`src/rtl/jtkiwi_vram_arb_if.sv`:
```
`default_nettype none
// +--------------------------------------------------------------------------+
// | jtkiwi_vram_arb_if : client/RAM bus of the VRAM time-slot arbiter        |
// | rev 1.0                                                                  |
// +--------------------------------------------------------------------------+
interface jtkiwi_vram_arb_if #(
  parameter int CLIENTS = 2,
  parameter int AW      = 12,
  parameter int DW      = 16
);
  logic [CLIENTS-1:0]    cl_en;
  logic [CLIENTS*AW-1:0] cl_addr;
  logic [CLIENTS*DW-1:0] cl_data;
  logic [CLIENTS-1:0]    cl_cen;
  logic [AW-1:0]         ram_addr;
  logic [DW-1:0]         ram_q;

  // master: clients plus the RAM read port; slave: the arbiter
  modport master (output cl_en, cl_addr, ram_q, input cl_data, cl_cen, ram_addr);
  modport slave  (input cl_en, cl_addr, ram_q, output cl_data, cl_cen, ram_addr);
endinterface
`default_nettype wire

```
`src/rtl/jtkiwi_vram_arb.sv`:
```
`default_nettype none
// +--------------------------------------------------------------------------+
// | jtkiwi_vram_arb : round-robin slot arbiter for one VRAM read port, plus  |
// | the CPU video config bank with vsync-latched shadow copies.  rev 1.0     |
// +--------------------------------------------------------------------------+
module jtkiwi_vram_arb #(
  parameter int                CLIENTS  = 2,
  parameter int                SLOT_LEN = 2,
  parameter int                AW       = 12,
  parameter int                DW       = 16,
  parameter int                RAM_LAT  = 1,
  parameter int                CFGN     = 4,
  parameter logic [CFGN*8-1:0] CFG_RST  = '0,
  parameter int                SHADOW   = 1
)(
  input  wire logic              rst,
  input  wire logic              clk,
  input  wire logic              hold,
  jtkiwi_vram_arb_if.slave       bus,
  input  wire logic              vs,
  input  wire logic [3:0]        cpu_addr,
  input  wire logic [7:0]        cpu_dout,
  input  wire logic              cfg_cs,
  input  wire logic              cpu_we,
  output logic [7:0]             cpu_din,
  output logic [CFGN*8-1:0]      cfg_out
);

  localparam int c_SW = (CLIENTS  > 1) ? $clog2(CLIENTS)  : 1;
  localparam int c_PW = (SLOT_LEN > 1) ? $clog2(SLOT_LEN) : 1;
  localparam logic [c_SW-1:0] c_LAST_SLOT = c_SW'(CLIENTS - 1);
  localparam logic [c_PW-1:0] c_LAST_PH   = c_PW'(SLOT_LEN - 1);

  // data must have come back from the RAM before the end of the slot
  if (SLOT_LEN < RAM_LAT + 1 || RAM_LAT < 1 || RAM_LAT > 2) begin : g_bad_lat
    $error("jtkiwi_vram_arb: SLOT_LEN must be >= RAM_LAT+1 and RAM_LAT in 1..2");
  end

  logic [c_SW-1:0]       r_slot;
  logic [c_PW-1:0]       r_phase;
  logic [CLIENTS-1:0]    r_cen;
  logic [CLIENTS*DW-1:0] r_data;
  logic                  w_last_ph;

  assign w_last_ph    = (r_phase == c_LAST_PH);
  assign bus.ram_addr = bus.cl_addr[r_slot*AW +: AW];
  assign bus.cl_cen   = r_cen;
  assign bus.cl_data  = r_data;

  // slot counter kept as (slot, phase) so no divider is needed
  always_ff @(posedge clk or posedge rst) begin
    if (rst) begin
      r_slot  <= '0;
      r_phase <= '0;
      r_cen   <= '0;
      r_data  <= '0;
    end else if (hold) begin
      r_cen <= '0;
    end else begin
      r_cen <= '0;
      if (w_last_ph) begin
        r_phase <= '0;
        r_slot  <= (r_slot == c_LAST_SLOT) ? '0 : r_slot + 1'b1;
        if (bus.cl_en[r_slot]) begin
          r_cen[r_slot]           <= 1'b1;
          r_data[r_slot*DW +: DW] <= bus.ram_q;
        end
      end else begin
        r_phase <= r_phase + 1'b1;
      end
    end
  end

  logic [CFGN*8-1:0] r_live;
  logic [CFGN*8-1:0] r_shadow;
  logic [3:0]        w_idx;
  logic              r_vs;
  logic              r_rise;

  assign w_idx   = cpu_addr & 4'(CFGN - 1);
  assign cpu_din = cfg_cs ? r_live[w_idx*8 +: 8] : 8'd0;
  assign cfg_out = (SHADOW != 0) ? r_shadow : r_live;

  always_ff @(posedge clk or posedge rst) begin
    if (rst) begin
      r_live <= CFG_RST;
    end else if (cfg_cs && cpu_we) begin
      r_live[w_idx*8 +: 8] <= cpu_dout;
    end
  end

  // shadow loads one cycle after the detected rise, so a write on the
  // load edge itself only lands at the following frame
  always_ff @(posedge clk or posedge rst) begin
    if (rst) begin
      r_vs     <= 1'b0;
      r_rise   <= 1'b0;
      r_shadow <= CFG_RST;
    end else begin
      r_vs   <= vs;
      r_rise <= vs & ~r_vs;
      if (r_rise) r_shadow <= r_live;
    end
  end

endmodule
`default_nettype wire
```
`src/flat_wrapper.sv`:
```
// flat-port wrapper written by rule: the top's interface ports become plain ports
module jtkiwi_vram_arb_flat 
#(
  parameter int                CLIENTS  = 2,
  parameter int                SLOT_LEN = 2,
  parameter int                AW       = 12,
  parameter int                DW       = 16,
  parameter int                RAM_LAT  = 1,
  parameter int                CFGN     = 4,
  parameter logic [CFGN*8-1:0] CFG_RST  = '0,
  parameter int                SHADOW   = 1
)
  (rst, clk, hold, vs, cpu_addr, cpu_dout, cfg_cs, cpu_we, cpu_din, cfg_out, bus_cl_en, bus_cl_addr, bus_ram_q, bus_cl_data, bus_cl_cen, bus_ram_addr);
  jtkiwi_vram_arb_if #(.CLIENTS(CLIENTS), .AW(AW), .DW(DW)) bus_i ();
  input  wire logic rst;
  input  wire logic clk;
  input  wire logic hold;
  input  wire logic vs;
  input  wire logic [3:0] cpu_addr;
  input  wire logic [7:0] cpu_dout;
  input  wire logic cfg_cs;
  input  wire logic cpu_we;
  output logic [7:0] cpu_din;
  output logic [CFGN*8-1:0] cfg_out;
  input wire logic [$bits(bus_i.cl_en)-1:0] bus_cl_en;
  input wire logic [$bits(bus_i.cl_addr)-1:0] bus_cl_addr;
  input wire logic [$bits(bus_i.ram_q)-1:0] bus_ram_q;
  output wire logic [$bits(bus_i.cl_data)-1:0] bus_cl_data;
  output wire logic [$bits(bus_i.cl_cen)-1:0] bus_cl_cen;
  output wire logic [$bits(bus_i.ram_addr)-1:0] bus_ram_addr;
  assign bus_i.cl_en = bus_cl_en;
  assign bus_i.cl_addr = bus_cl_addr;
  assign bus_i.ram_q = bus_ram_q;
  assign bus_cl_data = bus_i.cl_data;
  assign bus_cl_cen = bus_i.cl_cen;
  assign bus_ram_addr = bus_i.ram_addr;
  jtkiwi_vram_arb #(.CLIENTS(CLIENTS), .SLOT_LEN(SLOT_LEN), .AW(AW), .DW(DW), .RAM_LAT(RAM_LAT), .CFGN(CFGN), .CFG_RST(CFG_RST), .SHADOW(SHADOW)) u_core (.rst(rst), .clk(clk), .hold(hold), .bus(bus_i), .vs(vs), .cpu_addr(cpu_addr), .cpu_dout(cpu_dout), .cfg_cs(cfg_cs), .cpu_we(cpu_we), .cpu_din(cpu_din), .cfg_out(cfg_out));
endmodule
```
`config.mk`:
```
export PLATFORM = sky130hd
export DESIGN_NAME = jtkiwi_vram_arb_flat
export DESIGN_NICKNAME = d
export VERILOG_FILES = /design/src/rtl/jtkiwi_vram_arb_if.sv /design/src/rtl/jtkiwi_vram_arb.sv /design/src/flat_wrapper.sv
export SDC_FILE = /design/constraint.sdc
export NUM_CORES = 1
export LEC_CHECK = 0
export CORE_MARGIN = 3
export CORE_UTILIZATION = 42
export DETAILED_ROUTE_END_ITERATION = 8
export GPL_ROUTABILITY_DRIVEN = 0
export PLACE_DENSITY_LB_ADDON = 0.25
export SYNTH_ARGS = -nofsm -noshare
export SYNTH_HDL_FRONTEND = slang
export SYNTH_SLANG_ARGS = --single-unit
export TNS_END_PERCENT = 10
```
`constraint.sdc`:
```
create_clock -name clk -period 3.5 [get_ports clk]
set_input_delay 1.05 -clock clk [delete_from_list [all_inputs] [get_ports clk]]
set_output_delay 1.05 -clock clk [all_outputs]
set_load 0.005 [all_outputs]
```
==> impl_metrics.env, run 1 <==
export IMPL_outcome="finished, final reports clean"
export IMPL_netlist_area_um2=4540
export IMPL_grt_overflow=0
export IMPL_slowest_stage="clkdlybuf4s50_1"
export IMPL_first_pass_iters=4
export IMPL_async_flop_share_pct=100
export IMPL_hold_slack_ns=0.406
export IMPL_cp_start_kind="input port"
export IMPL_ant_nets=0
export IMPL_cp_slowest_stage_delay_ns=0.53
export IMPL_path_cells="dlygate4sd2_1 > buf_12 > mux2i_1 > o22ai_2 > clkdlybuf4s50_1"
export IMPL_tns_ns=0
export IMPL_setup_ws_ns=0.0864
export IMPL_yosysSeqAreaShare_pct=56.3
export IMPL_layout_min_cycle_time_ns=3.41
export IMPL_clk_latency_ns=0.37
export IMPL_diodes=0
export IMPL_peakVddDrop_mv=0.344
export IMPL_clockPowerShare_pct=22.7
export IMPL_max_freq_mhz=293
export IMPL_drtIter0Drc=110
export IMPL_path_clk_slew_ns=0.09
export IMPL_setup_violations=0
export IMPL_grt_pass1_wl_um=17300
export IMPL_initial_core_util_pct=43.5
export IMPL_track_usage_pct=18.3
export IMPL_grt_antenna_before_repair=0
export IMPL_sequentialPowerShare_pct=44.7
export IMPL_path_class="in2out"
export IMPL_synth_ff_type="dfrtp_1"
export IMPL_worst_slew_pin_slew_ns=0.616
export IMPL_critical_path_top_delay_family="buffers and inverters"
export IMPL_syn_to_final_growth_pct=40.4
export IMPL_portBuffers=143
export IMPL_via_per_inst=5.32
export IMPL_crit_required_ns=2.45
export IMPL_cp_num_buf_inv=3
export IMPL_p_sw_mw=0.960
export IMPL_yosys_area_top_type="dfrtp_1"
export IMPL_postCtsSetupRepairBufs=0
export IMPL_numCtsBuffers=9
export IMPL_syn_nets=392
export IMPL_skew_ns=0.0139
export IMPL_netlist_top_cells_count="dfrtp_1, mux2_2, nand4_1, o2bb2ai_1"
export IMPL_min_path_cells=1
export IMPL_routedWlPerCell_um=17.5
export IMPL_cts_sinks=102
export IMPL_cts_tree="yes"
export IMPL_yosysWarnings=0
export IMPL_swShare_pct=26.2
export IMPL_synth_top_area_share_pct=56.3
export IMPL_vias=3218
export IMPL_r2r_slack_ns=1.74
export IMPL_placed_area_um2=6090
export IMPL_dp_hpwl_um=7700
export IMPL_finalCritPeriodShare_pct=97.5
export IMPL_min_path_type="reg2reg"
export IMPL_crit_path_end_kind="primary output"
export IMPL_clockBufferDepth=2
export IMPL_dieArea_um2=12100
export IMPL_synth_seq_cells=102
export IMPL_layout_drive_gt1_share_pct=23.9
export IMPL_synth_area_leaders="dfrtp_1, mux2_2, nand4_1"
export IMPL_core_area_um2=10400
export IMPL_place_ws_ns=-0.212
export IMPL_r2r_end="u_core.bus.cl_data[13]"
export IMPL_synth_cell_type_count=29
export IMPL_finalWirelength_um=10600
export IMPL_cts_hold_buffers_added=0
export IMPL_nets=529
export IMPL_p_leak_nw=2.79
export IMPL_synth_edf_count=0
export IMPL_powerDensity_nw_per_um2=575
export IMPL_crit_arrival_ns=2.36
export IMPL_die_height_um=110
export IMPL_boundaryPins=146
export IMPL_first_global_vias=3327
export IMPL_slew_headroom_pct=59.0
export IMPL_die_w_um=110
export IMPL_cts_root_buf="clkbuf_8"
export IMPL_hold_violations=0
export IMPL_grt_max_degree=103
export IMPL_fillers=833
export IMPL_reg2reg_depth=3
export IMPL_avgSynthCellArea_um2=13.9
export IMPL_drc=0
export IMPL_maxCapViolations=0
export IMPL_hp_start="u_core.r_vs"
export IMPL_syn_inst=327
export IMPL_fin_area_um2=6370
export IMPL_min_to="u_core.r_rise"
export IMPL_grt_setup_unrepaired="false"
export IMPL_p_int_mw=2.71
export IMPL_h_tree_depth=3
export IMPL_drv_slew=0
export IMPL_p_comb_share_pct=32.6
export IMPL_synth_most_common_cell="dfrtp_1"
export IMPL_path_max_fanout=12
export IMPL_fp_row_count=37
export IMPL_worstReg2RegStart="u_core.r_slot"
## metrics by stage
stage | utilization (%) | power (mW) | instances
floorplan | - | 2.14 | 327
global placement | 58.5 | 2.83 | 588
detailed placement | 58.5 | 2.87 | 588
CTS | 61.1 | 3.71 | 605
global route | 61.2 | 3.87 | 605
finish | 61.2 | 3.67 | 605
## power groups by stage
stage / clock network (mW) / registers (mW) / logic, mW
after floorplan: 0 / 1.62 / 0.522
after global placement: 0 / 1.65 / 1.18
after detailed placement: 0 / 1.66 / 1.21
after CTS: 0.853 / 1.64 / 1.22
after global routing: 0.899 / 1.68 / 1.29
final: 0.833 / 1.64 / 1.20
## state kept, by name (all words and copies together), names as in the netlist
signal              count
u_core.bus.cl_data     32
u_core.cfg_out         32
u_core.r_live          32
u_core.bus.cl_cen       2
u_core.r_phase          1
u_core.r_rise           1
u_core.r_slot           1
u_core.r_vs             1
## layer usage
| metal | share of wire [%] | global-route usage, % | vias up | routed length (um) |
|---|---|---|---|---|
| li1 | - | - | 1488 | - |
| met1 | 45 | 25.4 | 1616 | 4770 |
| met2 | 48 | 28.7 | 103 | 5090 |
| met3 | 5.8 | 4.46 | 11 | 612 |
| met4 | 1.2 | 5.25 | 0 | 125 |
| met5 | 0 | 0 | - | 0 |
## final cells by class
type	count	area, um^2	share of cell area (%)
multi-input combinational	185	1810	28.5
sequential	102	2550	40.1
clock buffer	9	124	1.94
tap	136	170	2.67
timing repair buffer	154	1560	24.5
inverter	12	48.8	0.766
clock inverter	7	104	1.63
## worst max path at each step
stage	start	to	slack, ns	depth (start not counted)
after global routing	cpu_addr[0]	cpu_din[3]	0.06	5
after detailed placement	cpu_addr[0]	cpu_din[0]	-0.21	5
after global placement	cpu_addr[0]	cpu_din[0]	-0.20	5
after CTS	cpu_addr[0]	cpu_din[1]	0.005	5
after floorplan	cfg_cs	cpu_din[6]	0.69	4
final	cpu_addr[0]	cpu_din[0]	0.09	5
## worst register-to-register path, cell delays in order (launching register included)
cell and delay (ns):
dfrtp_1 0.62, and4bb_1 0.36, buf_4 0.29, mux2_2 0.38
## cell families after synthesis
group | synth area share [%]
AND/OR/NAND/NOR | 7.39
XOR/XNOR | 0.386
buffers and inverters | 4.36
multiplexers | 24.1
adder cells (fa/ha/maj) | 1.38
AO/OA/AOI/OAI | 6.07
flip-flops | 56.3
## cells in the final DEF (no fill, tap or decap), types with 3 or more instances in the layout
cell type | Yosys | routed
clkdlybuf4s50_1 | 0 | 135
inv_1 | 12 | 11
dfrtp_1 | 102 | 102
mux2i_1 | 16 | 16
mux2_4 | 9 | 9
o2bb2ai_1 | 20 | 20
clkbuf_8 | 0 | 9
mux2_2 | 69 | 69
nand4_1 | 28 | 28
inv_6 | 0 | 3
dlygate4sd2_1 | 0 | 7
buf_4 | 2 | 8
ha_1 | 5 | 5
o22ai_1 | 16 | 14
nand3_1 | 3 | 3
## timing repair
| action | in CTS | in global routing |
|---|---|---|
| cloned | 1 | 0 |
| setup endpoints to repair | 8 | 1 |
| gates resized for setup | 13 | 1 |
(Power assumes the default switching activity.)
==> run 2: changes to the inputs <==
- CAP_MARGIN: unset -> 25
==> results of run 2 <==
Final layout, timing and power as in run 1 (identical DEF).
==> run 3: changes to the inputs <==
- CORE_MARGIN: 3 -> 2
==> run 3 against run 2 <==
Total power down 3.9%. Non-clock buffer count up 7. Fmax up 2.7%. Critical path depth down 1. Clock power down 17%. Critical endpoint is now cpu_din[2].
==> impl_metrics.env, run 3 (synthesis results as in run 1) <==
export IMPL_track_usage_pct=18.1
export IMPL_skew_ns=0.00774
export IMPL_slowest_stage="clkdlybuf4s50_1"
export IMPL_crit_required_ns=2.45
export IMPL_fillers=829
export IMPL_layout_commonest_cell="clkdlybuf4s50_1"
export IMPL_hold_violations=0
export IMPL_dp_hpwl_um=7680
export IMPL_powerDensity_nw_per_um2=551
export IMPL_path_cells="dlygate4sd2_1 > nand2b_4 > o22ai_1 > clkdlybuf4s50_1"
export IMPL_finalCritPeriodShare_pct=95.0
export IMPL_cts_tree="yes"
export IMPL_via_per_inst=5.23
export IMPL_grt_overflow=0
export IMPL_setup_violations=0
export IMPL_drtIter0Drc=87
export IMPL_tns_ns=0
export IMPL_syn_to_final_growth_pct=40.8
export IMPL_critical_path_top_delay_family="buffers and inverters"
export IMPL_crit_path_end_kind="primary output"
export IMPL_swShare_pct=26.9
export IMPL_p_comb_share_pct=33.9
export IMPL_p_int_mw=2.57
export IMPL_outcome="finished, final reports clean"
export IMPL_cp_slowest_stage_delay_ns=0.53
export IMPL_total_power_mw=3.52
export IMPL_clk_latency_ns=0.35
export IMPL_peakVddDrop_mv=0.266
export IMPL_first_pass_iters=4
export IMPL_grt_max_degree=47
export IMPL_r2r_slack_ns=1.77
export IMPL_layout_drive_gt1_share_pct=25.2
export IMPL_maxCapViolations=0
export IMPL_grt_antenna_before_repair=0
export IMPL_worst_slew_pin_slew_ns=0.604
export IMPL_fp_row_count=37
export IMPL_h_tree_depth=3
export IMPL_path_max_fanout=7
export IMPL_cts_root_buf="clkbuf_8"
export IMPL_fin_area_um2=6390
export IMPL_drv_slew=0
export IMPL_finalWirelength_um=10200
export IMPL_core_area_um2=10400
export IMPL_mostFrequentLayoutCells="clkdlybuf4s50_1, dfrtp_1, mux2_2"
export IMPL_diodes=0
export IMPL_min_path_type="reg2reg"
export IMPL_nets=536
export IMPL_path_clk_slew_ns=0.09
export IMPL_cp_start_kind="input port"
export IMPL_die_height_um=108
export IMPL_dieArea_um2=11600
export IMPL_p_sw_mw=0.947
export IMPL_grt_pass1_wl_um=16700
export IMPL_first_global_vias=3287
export IMPL_dp_cells=593
export IMPL_clockBufferDepth=2
export IMPL_ant_nets=0
export IMPL_p_leak_nw=2.80
export IMPL_max_freq_mhz=301
export IMPL_boundaryPins=146
export IMPL_crit_arrival_ns=2.27
export IMPL_path_class="in2out"
export IMPL_die_w_um=108
export IMPL_clockPowerShare_pct=19.6
export IMPL_numCtsBuffers=9
export IMPL_layout_min_cycle_time_ns=3.32
export IMPL_cts_sinks=102
export IMPL_cp_num_buf_inv=2
export IMPL_portBuffers=143
export IMPL_drc=0
export IMPL_slew_headroom_pct=59.7
export IMPL_placed_area_um2=6110
export IMPL_grt_setup_unrepaired="false"
export IMPL_routedWlPerCell_um=16.7
export IMPL_sequentialPowerShare_pct=46.5
export IMPL_initial_core_util_pct=43.5
export IMPL_vias=3202
export IMPL_stdcell_count=612
==> run 3: through the flow <==
step                      util, %  hold slack (ns)  setup WS (ns)
after floorplan                 -            0.378          0.690
after global routing         61.3            0.415          0.143
after global placement       58.7            0.385         -0.190
after detailed placement     58.7            0.391         -0.219
final                        61.3            0.400          0.176
after CTS                    61.0            0.404        0.00102
==> run 3: power by group through the flow <==
stage / logic [mW] / clock network, mW / registers [mW]
after floorplan: 0.522 / 0 / 1.62
after global placement: 1.17 / 0 / 1.66
after detailed placement: 1.20 / 0 / 1.67
after CTS: 1.21 / 0.721 / 1.64
after global routing: 1.29 / 0.776 / 1.67
final: 1.19 / 0.692 / 1.64
==> run 3: layout make-up <==
type                    instances  area [um^2]  area share, %
well taps                     136          170           2.66
multi-input cells             185         1810           28.4
clock buffers                   9          124           1.94
inverters                      12         48.8          0.764
repair buffers                161         1610           25.3
clock inverters                 7         65.1           1.02
flip-flops and latches        102         2550           40.0
==> run 3: metal layers <==
layer | GRT usage (%) | part of all wire [%] | vias to the layer above
met3 | 4.18 | 5.4 | 14
met2 | 29.7 | 50 | 108
met5 | 0 | 0 | -
met4 | 4.30 | 1.4 | 0
met1 | 24.5 | 43 | 1568
li1 | - | - | 1512
==> run 3: path summary, 6_finish.rpt <==
check | end | cells past startpoint | start
min in group asynchronous | u_core.bus.cl_data[13] | 2 | rst
worst min register to register | u_core.r_rise | 1 | u_core.r_vs
worst max register to register | u_core.bus.cl_data[13] | 3 | u_core.r_slot
worst min-delay path | u_core.r_rise | 1 | u_core.r_vs
max in group asynchronous | u_core.bus.cl_data[24] | 4 | rst
worst max-delay path | cpu_din[2] | 4 | cfg_cs
==> run 3: repair_timing <==
action | in CTS | in global routing
resized for setup | 9 | 5
buffers inserted | 0 | 1
pin swaps | 1 | 0
cloned | 1 | 0
hold buffers | 0 | 0
endpoints found under the setup margin | 8 | 6
